==> src/rtl/fetch_queue.sv <==
// fetch_queue: compacting instruction queue between 2-wide fetch and decode.
// Ports: clk/reset, flush, in_valid/in_pc/in_instr, fq_stall, dec_*, fq_count, ovf_err. Option: FQ_BYPASS_EN.
module fetch_queue #(
  parameter int XLEN    = 32,
  parameter int FETCH_W = 2,
  parameter int DEPTH   = 8
) (
  input  logic                          clk,
  input  logic                          reset,
  input  logic                          flush,
  input  logic [FETCH_W-1:0]            in_valid,
  input  logic [FETCH_W-1:0][XLEN-1:0]  in_pc,
  input  logic [FETCH_W-1:0][XLEN-1:0]  in_instr,
  output logic                          fq_stall,
  output logic [FETCH_W-1:0]            dec_valid,
  output logic [FETCH_W-1:0][XLEN-1:0]  dec_pc,
  output logic [FETCH_W-1:0][XLEN-1:0]  dec_instr,
  input  logic                          dec_ready,
  output logic [$clog2(DEPTH+1)-1:0]    fq_count,
  output logic                          ovf_err
);

  localparam int AW = $clog2(DEPTH);
  localparam int CW = $clog2(DEPTH+1);

  logic [XLEN-1:0] mem_pc    [DEPTH];
  logic [XLEN-1:0] mem_instr [DEPTH];

  logic [AW-1:0] head, tail;
  logic [CW-1:0] count;

  logic [CW-1:0] slot_pos [FETCH_W];
  logic [CW-1:0] n_in, n_q, n_out, free;
  logic [FETCH_W-1:0][XLEN-1:0] comp_pc, comp_instr;
  logic [FETCH_W-1:0][XLEN-1:0] q_pc, q_instr;
  logic [FETCH_W-1:0] q_valid;
  logic take, do_enq, drop;

  // Compact valid input slots: slot i lands at position popcount(valid[i-1:0]).
  always_comb begin
    logic [CW-1:0] pos;
    pos = '0;
    for (int i = 0; i < FETCH_W; i++) begin
      slot_pos[i] = pos;
      pos = pos + CW'(in_valid[i]);
    end
    n_in = pos;
    for (int j = 0; j < FETCH_W; j++) begin
      comp_pc[j]    = '0;
      comp_instr[j] = '0;
      for (int i = 0; i < FETCH_W; i++) begin
        if (in_valid[i] && slot_pos[i] == CW'(j)) begin
          comp_pc[j]    = in_pc[i];
          comp_instr[j] = in_instr[i];
        end
      end
    end
  end

  always_comb begin
    logic [AW-1:0] idx;
    idx = '0;
    for (int i = 0; i < FETCH_W; i++) begin
      idx        = head + AW'(i);
      q_pc[i]    = mem_pc[idx];
      q_instr[i] = mem_instr[idx];
      q_valid[i] = count > CW'(i);
    end
  end

  assign n_q  = (count >= CW'(FETCH_W)) ? CW'(FETCH_W) : count;
  assign free = CW'(DEPTH) - count;

`ifdef FQ_BYPASS_EN
  logic byp;
  assign byp = (count == '0) && !flush;

  always_comb begin
    dec_pc    = q_pc;
    dec_instr = q_instr;
    dec_valid = q_valid;
    if (byp) begin
      dec_pc    = comp_pc;
      dec_instr = comp_instr;
      for (int i = 0; i < FETCH_W; i++) dec_valid[i] = n_in > CW'(i);
    end
  end

  // Bypassed slots consumed by decode never enter storage.
  assign take  = byp && dec_ready;
  assign n_out = take ? n_in : (dec_ready ? n_q : '0);
`else
  assign dec_pc    = q_pc;
  assign dec_instr = q_instr;
  assign dec_valid = q_valid;
  assign take      = 1'b0;
  assign n_out     = dec_ready ? n_q : '0;
`endif

  // Acceptance uses the pre-cycle count; a bundle is never split.
  assign do_enq = !flush && !take && (n_in != '0) && (n_in <= free);
  assign drop   = !flush && (n_in > free);

  assign fq_stall = free < CW'(2*FETCH_W);
  assign fq_count = count;

  always_ff @(posedge clk) begin
    if (!reset && do_enq) begin
      for (int j = 0; j < FETCH_W; j++) begin
        if (CW'(j) < n_in) begin
          mem_pc[tail + AW'(j)]    <= comp_pc[j];
          mem_instr[tail + AW'(j)] <= comp_instr[j];
        end
      end
    end
  end

  always_ff @(posedge clk) begin
    if (reset) begin
      head    <= '0;
      tail    <= '0;
      count   <= '0;
      ovf_err <= 1'b0;
    end else if (flush) begin
      head  <= '0;
      tail  <= '0;
      count <= '0;
    end else begin
      if (do_enq) tail <= tail + AW'(n_in);
      if (!take) head <= head + AW'(n_out);
      count <= count + (do_enq ? n_in : '0) - (take ? '0 : n_out);
      if (drop) ovf_err <= 1'b1;
    end
  end

endmodule

==> config.mk <==
export PLATFORM = sky130hd
export DESIGN_NAME = fetch_queue
export DESIGN_NICKNAME = d
export VERILOG_FILES = /design/src/rtl/fetch_queue.sv
export SDC_FILE = /design/constraint.sdc
export NUM_CORES = 1
export LEC_CHECK = 0
export CAP_MARGIN = 15
export CELL_PAD_IN_SITES_DETAIL_PLACEMENT = 1
export CELL_PAD_IN_SITES_GLOBAL_PLACEMENT = 1
export CORE_MARGIN = 5
export CORE_UTILIZATION = 54
export DETAILED_ROUTE_END_ITERATION = 6
export PLACE_DENSITY_LB_ADDON = 0.1
export SYNTH_ARGS = -nofsm -noshare
export SYNTH_HDL_FRONTEND = slang
export SYNTH_SLANG_ARGS = --single-unit
==> constraint.sdc <==
create_clock -name clk -period 24.2 [get_ports clk]
set_input_delay 7.26 -clock clk [delete_from_list [all_inputs] [get_ports clk]]
set_output_delay 7.26 -clock clk [all_outputs]
set_load 0.02 [all_outputs]
==> results.sh, run 1 <==
export IMPL_status="finished clean"
export IMPL_finClkSkew_ns=0.02000
export IMPL_syn_to_final_growth_pct=16.53
export IMPL_cts_tree="built"
export IMPL_finalSetupTns_ns=0
export IMPL_finalSetupViolations=0
export IMPL_rsz0062_at_grt="no"
export IMPL_clk_latency_ns=0.62
export IMPL_syn_nets=1976
export IMPL_leakagePower_nw=12.13
export IMPL_fmax_mhz=77.99
export IMPL_start_kind="register"
export IMPL_peakVddDrop_mv=0.07311
export IMPL_rows=88
export IMPL_synth_edff_count=512
export IMPL_ys_ff_latch=523
export IMPL_crit_arrival_ns=5.56
export IMPL_clock_sinks=523
export IMPL_async_flop_share_pct=0
export IMPL_antenna_found_initial=2
export IMPL_grt_pass1_wl_um=137000
export IMPL_hpwl_um=53050
export IMPL_fp_dieW_um=250.1
export IMPL_grt_ovfl_total=0
export IMPL_syn_area_um2=31140
export IMPL_yosysSeqAreaShare_pct=50.09
export IMPL_synth_main_ff_cell="edfxtp_1"
export IMPL_start_util_pct=54.28
export IMPL_syn_inst=1820
export IMPL_final_hold_viol_count=0
export IMPL_dr_pass1_iters=5
export IMPL_drtIter0Drc=1364
export IMPL_crit_type="register to primary output"
export IMPL_core_area_um2=57370
export IMPL_yosys_warnings=0
export IMPL_routabilityCongestion=0.7730
export IMPL_clockBufferDepth=3
export IMPL_fill_cells=4900
export IMPL_post_drt_wl_per_cell_um=32.61
export IMPL_drc_errors=0
export IMPL_holdBufCountCts=0
export IMPL_avgSynthCellArea_um2=17.11
export IMPL_design_die_area_um2=62560
export IMPL_required_ns=16.94
export IMPL_fp_dieH_um=250.1
export IMPL_pwr_density_cell_nw_per_um2=70.37
export IMPL_maxCapViolCount=0
export IMPL_h_tree_depth=2
export IMPL_root_buffer="clkbuf_16"
export IMPL_ioPinCount=270
export IMPL_via_count=18760
export IMPL_portBuffers=269
export IMPL_viasPerCell=6.710
export IMPL_drive_above_1_share_pct=49.21
export IMPL_hold_path_class="register to register"
export IMPL_slew_headroom_pct=18.71
export IMPL_period_share_pct=52.98
export IMPL_grt_total_usage_pct=28.76
export IMPL_slew_viol_final=0
export IMPL_finalCriticalPeriod_ns=12.82
export IMPL_post_cts_buffers=0
export IMPL_clkTransAtPathRegs_ns=0.06
export IMPL_ant_nets=0
export IMPL_grt_pass1_vias=20700
export IMPL_finalNetCount=2136
export IMPL_cts_resized=0
export IMPL_crit_path_max_fanout=48
export IMPL_final_area_um2=36280
export IMPL_wl_um=91140
export IMPL_synth_distinct_cells=45
export IMPL_final_common_cell="mux2_2"
export IMPL_grt_max_degree=98
export IMPL_tightest_slew_ns=1.215
export IMPL_final_cell_mix="582 x mux2_2, 512 x edfxtp_1, 269 x clkdlybuf4s50_1"
export IMPL_end_kind="primary output"
export IMPL_dpl_instance_area_um2=34290
export IMPL_cts_buffers=56
==> sequential cells by signal (all words and copies together), names as in the netlist <==
name,cells
head,3
mem_pc,256
mem_instr,256
fq_count,4
ovf_err,1
tail,3
==> cells by family (layout without fill, tap and decap cells) <==
kind of cell,count (synthesis),count (layout),share of synthesized area (%)
muxes,898,898,41.85
DFF,523,523,50.09
buffers and inverters,227,435,3.665
AOI/OAI and AO/OA,93,93,2.435
and+or+nand+nor,49,49,0.7756
adders and majority gates,22,22,0.9805
xor gates and xnor gates,7,7,0.1969
other,1,3,0.01204
==> metrics by stage <==
| stage | total power [mW] | setup WS (ns) | util (%) | hold slack (ns) | cells |
|---|---|---|---|---|---|
| final | 2.553 | 11.38 | 63.25 | 0.5279 | 2795 |
| after global routing | 2.646 | 11.09 | 63.25 | 0.5541 | 2795 |
| after CTS | 2.571 | 11.25 | 63.19 | 0.5252 | 2792 |
| after detailed placement | 1.650 | 11.79 | 59.78 | 0.4652 | 2686 |
| after global placement | 1.635 | 11.93 | 59.78 | 0.4632 | 2686 |
| after floorplan | 1.431 | 8.305 | - | 0.5551 | 1820 |
==> final cells by class <==
| type | count | area (um^2) | area share, % |
|---|---|---|---|
| flip-flops and latches | 523 | 15610 | 43.01 |
| multi-input cells | 1070 | 14650 | 40.38 |
| repair buffers | 310 | 3033 | 8.359 |
| clock buffers | 67 | 1485 | 4.093 |
| well taps | 765 | 957.2 | 2.638 |
| clock inverters | 39 | 473.0 | 1.304 |
| inverters | 19 | 71.32 | 0.1966 |
| diodes | 2 | 5.005 | 0.01379 |
==> critical path, stage by stage, from the launching register on <==
cell and delay [ns]:
dfxtp_4 0.89, ha_4 0.89, buf_4 0.74, buf_4 0.83, mux4_2 0.60, mux2_2 0.34
clkdlybuf4s50_1 0.56
==> Yosys cell counts, types with 5 or more instances <==
cell	number	area share, %
mux2_2	582	21
edfxtp_1	512	49
mux4_2	256	19
buf_1	85	1.0
a22o_1	63	1.8
clkbuf_1	52	0.63
mux2_1	48	1.7
buf_2	36	0.58
buf_6	30	1.1
inv_1	19	0.23
ha_1	18	0.72
nor2_1	14	0.17
dfxtp_1	11	0.71
mux2_4	10	0.48
nand2_1	10	0.12
o21ai_0	10	0.16
nor3_1	6	0.096
buf_4	5	0.12
xor2_1	5	0.14
==> layer usage <==
metal  routed length (um)  part of all wire [%]  track usage [%]  vias up
li1                     -                     -                -     7829
met1                35860                    39            38.06    10030
met2                46860                    51            50.04      744
met3                 6187                   6.8            5.129      148
met4                 2231                   2.4            6.845        0
met5                    0                     0                0        -
==> power by group <==
group / total [mW] / internal (mW) / switching [mW]
combinational: 0.584 / 0.291 / 0.293
sequential: 1.05 / 1.03 / 0.0224
clock: 0.920 / 0.554 / 0.366
==> path summary, 6_finish.rpt <==
path	startpoint	endpoint	slack (ns)	cells after the start
hold / removal	ovf_err	ovf_err	0.53	2
setup / recovery	head[0]	dec_instr[39]	11.38	6
setup reg to reg	fq_count[0]	mem_instr[7][18]	19.39	9
hold reg to reg	ovf_err	ovf_err	0.53	2
(Power assumes the default switching activity.)
==> inputs of run 2 (changes only) <==
--- a/config.mk
+++ b/config.mk
@@ -9,7 +9,7 @@
 export CELL_PAD_IN_SITES_DETAIL_PLACEMENT = 1
 export CELL_PAD_IN_SITES_GLOBAL_PLACEMENT = 1
 export CORE_MARGIN = 5
-export CORE_UTILIZATION = 54
+export CORE_UTILIZATION = 46
 export DETAILED_ROUTE_END_ITERATION = 6
 export PLACE_DENSITY_LB_ADDON = 0.1
 export SYNTH_ARGS = -nofsm -noshare
==> constraint.sdc (replaced) <==
create_clock -name clk -period 11.05 [get_ports clk]
set_input_delay 3.315 -clock clk [delete_from_list [all_inputs] [get_ports clk]]
set_output_delay 3.315 -clock clk [all_outputs]
set_load 0.02 [all_outputs]
==> run 2 against run 1 <==
Clock skew fell by 0.0070 ns. Utilization is 9.1 points lower. Setup slack got worse by 8.1 ns. Sequential share of layout area down 0.099 points. Combinational power up 120%. Cell area rose by 0.23%. Via count down 2.3%. Flip-flop and latch count did not move. Clock-buffer cell count grew 2. Largest cell class unchanged. Non-clock buffer count fell by 4. Sequential power grew 120%. Power rose by 120%.
==> results.sh, run 2 (synthesized netlist as in run 1, its figures left out) <==
export IMPL_holdBufCountCts=0
export IMPL_finalCriticalPeriod_ns=7.724
export IMPL_clockBufferDepth=3
export IMPL_drc_errors=0
export IMPL_finClkSkew_ns=0.01300
export IMPL_end_kind="primary output"
export IMPL_final_common_cell="mux2_2"
export IMPL_final_hold_viol_count=0
export IMPL_rsz0062_at_grt="no"
export IMPL_grt_total_usage_pct=24.13
export IMPL_leakagePower_nw=12.09
export IMPL_critPathBufInv=3
export IMPL_fp_dieH_um=270.2
export IMPL_holdWs_ns=0.5194
export IMPL_dpl_instance_area_um2=34450
export IMPL_grt_max_degree=146
export IMPL_start_util_pct=46.36
export IMPL_cp_top_family="buffers and inverters"
export IMPL_post_drt_wl_per_cell_um=31.04
export IMPL_peakVddDrop_mv=0.1157
export IMPL_hold_path_class="register to register"
export IMPL_post_place_ws_ns=2.880
export IMPL_syn_to_final_growth_pct=16.80
export IMPL_clk_latency_ns=0.62
export IMPL_grt_pass1_wl_um=134000
export IMPL_clock_sinks=523
export IMPL_cts_tree="built"
export IMPL_status="finished clean"
export IMPL_critPathMaxStageDelay_ns=0.74
export IMPL_ioPinCount=270
export IMPL_tightest_slew_ns=1.083
export IMPL_start_kind="register"
export IMPL_root_buffer="clkbuf_16"
export IMPL_clkTransAtPathRegs_ns=0.06
export IMPL_slew_viol_final=0
export IMPL_crit_arrival_ns=4.41
export IMPL_hpwl_um=53760
export IMPL_fmax_mhz=129.5
export IMPL_crit_chain="buf_12 > buf_4 > mux4_2 > mux2_2 > clkdlybuf4s50_1"
export IMPL_ant_nets=0
export IMPL_critPathSlowestCell="buf_12"
export IMPL_final_cell_mix="582 x mux2_2, 512 x edfxtp_1, 269 x clkdlybuf4s50_1"
export IMPL_cts_buffers=58
export IMPL_crit_type="register to primary output"
export IMPL_antenna_found_initial=0
export IMPL_dr_pass1_iters=4
export IMPL_grt_pass1_vias=20380
export IMPL_postLayoutSetupSlackWorst_ns=3.326
export IMPL_grt_ovfl_total=0
export IMPL_period_share_pct=69.90
export IMPL_final_area_um2=36370
export IMPL_rows=95
export IMPL_crit_path_max_fanout=145
export IMPL_required_ns=7.74
export IMPL_wl_um=89940
export IMPL_drtIter0Drc=1253
export IMPL_maxCapViolCount=0
export IMPL_viasPerCell=6.326
export IMPL_finalSetupTns_ns=0
export IMPL_portBuffers=269
export IMPL_drive_above_1_share_pct=48.99
export IMPL_fp_dieW_um=270.2
export IMPL_post_cts_buffers=0
export IMPL_via_count=18330
export IMPL_design_die_area_um2=72990
export IMPL_fill_cells=5995
export IMPL_cts_resized=0
export IMPL_core_area_um2=67160
export IMPL_routabilityCongestion=0.7638
export IMPL_finalNetCount=2134
export IMPL_pwr_density_cell_nw_per_um2=152.8
export IMPL_slew_headroom_pct=27.76
export IMPL_power_mw=5.559
export IMPL_h_tree_depth=2
export IMPL_finalSetupViolations=0
run 2: routing by layer:
metal	global-route usage [%]	part of all wire (%)
met5	0	0
met2	41.53	50
met3	3.251	4.6
met4	5.948	2.4
met1	32.75	43
run 2: cell type report:
class / count / area [um^2] / area share [%]
clock inverter: 36 / 395.4 / 1.087
antenna: 1 / 2.502 / 0.006881
inverter: 19 / 71.32 / 0.1961
clock buffer: 69 / 1514 / 4.163
timing repair buffer: 306 / 3033 / 8.340
multi-input combinational: 1070 / 14650 / 40.29
sequential: 523 / 15610 / 42.91
tap: 873 / 1092 / 3.004
run 2: stage by stage:
stage | utilization [%] | cells
2_1_floorplan | - | 1820
3_3_place_gp | 51.30 | 2791
3_5_place_dp | 51.30 | 2791
4_1_cts | 54.15 | 2896
5_1_grt | 54.15 | 2896
6_report | 54.15 | 2897
run 2: worst paths after layout:
kind / from / end / slack [ns] / depth (start not counted)
max: head[0] / dec_pc[41] / 3.33 / 5
min: ovf_err / ovf_err / 0.52 / 2
max reg2reg: fq_count[0] / mem_instr[4][5] / 6.35 / 10
min reg2reg: ovf_err / ovf_err / 0.52 / 2
run 2: report_power, final:
group | internal [mW] | switching (mW) | total, mW | leakage [nW]
clock network | 1.18 | 0.804 | 1.98 | 0.930
logic | 0.638 | 0.647 | 1.28 | 6.38
registers | 2.25 | 0.0435 | 2.29 | 4.78
run 2: tightest hold or removal path: stages, from the launching register on:
cell,delay (ns)
dfxtp_1,0.36
a31oi_1,0.05
nor2_1,0.08
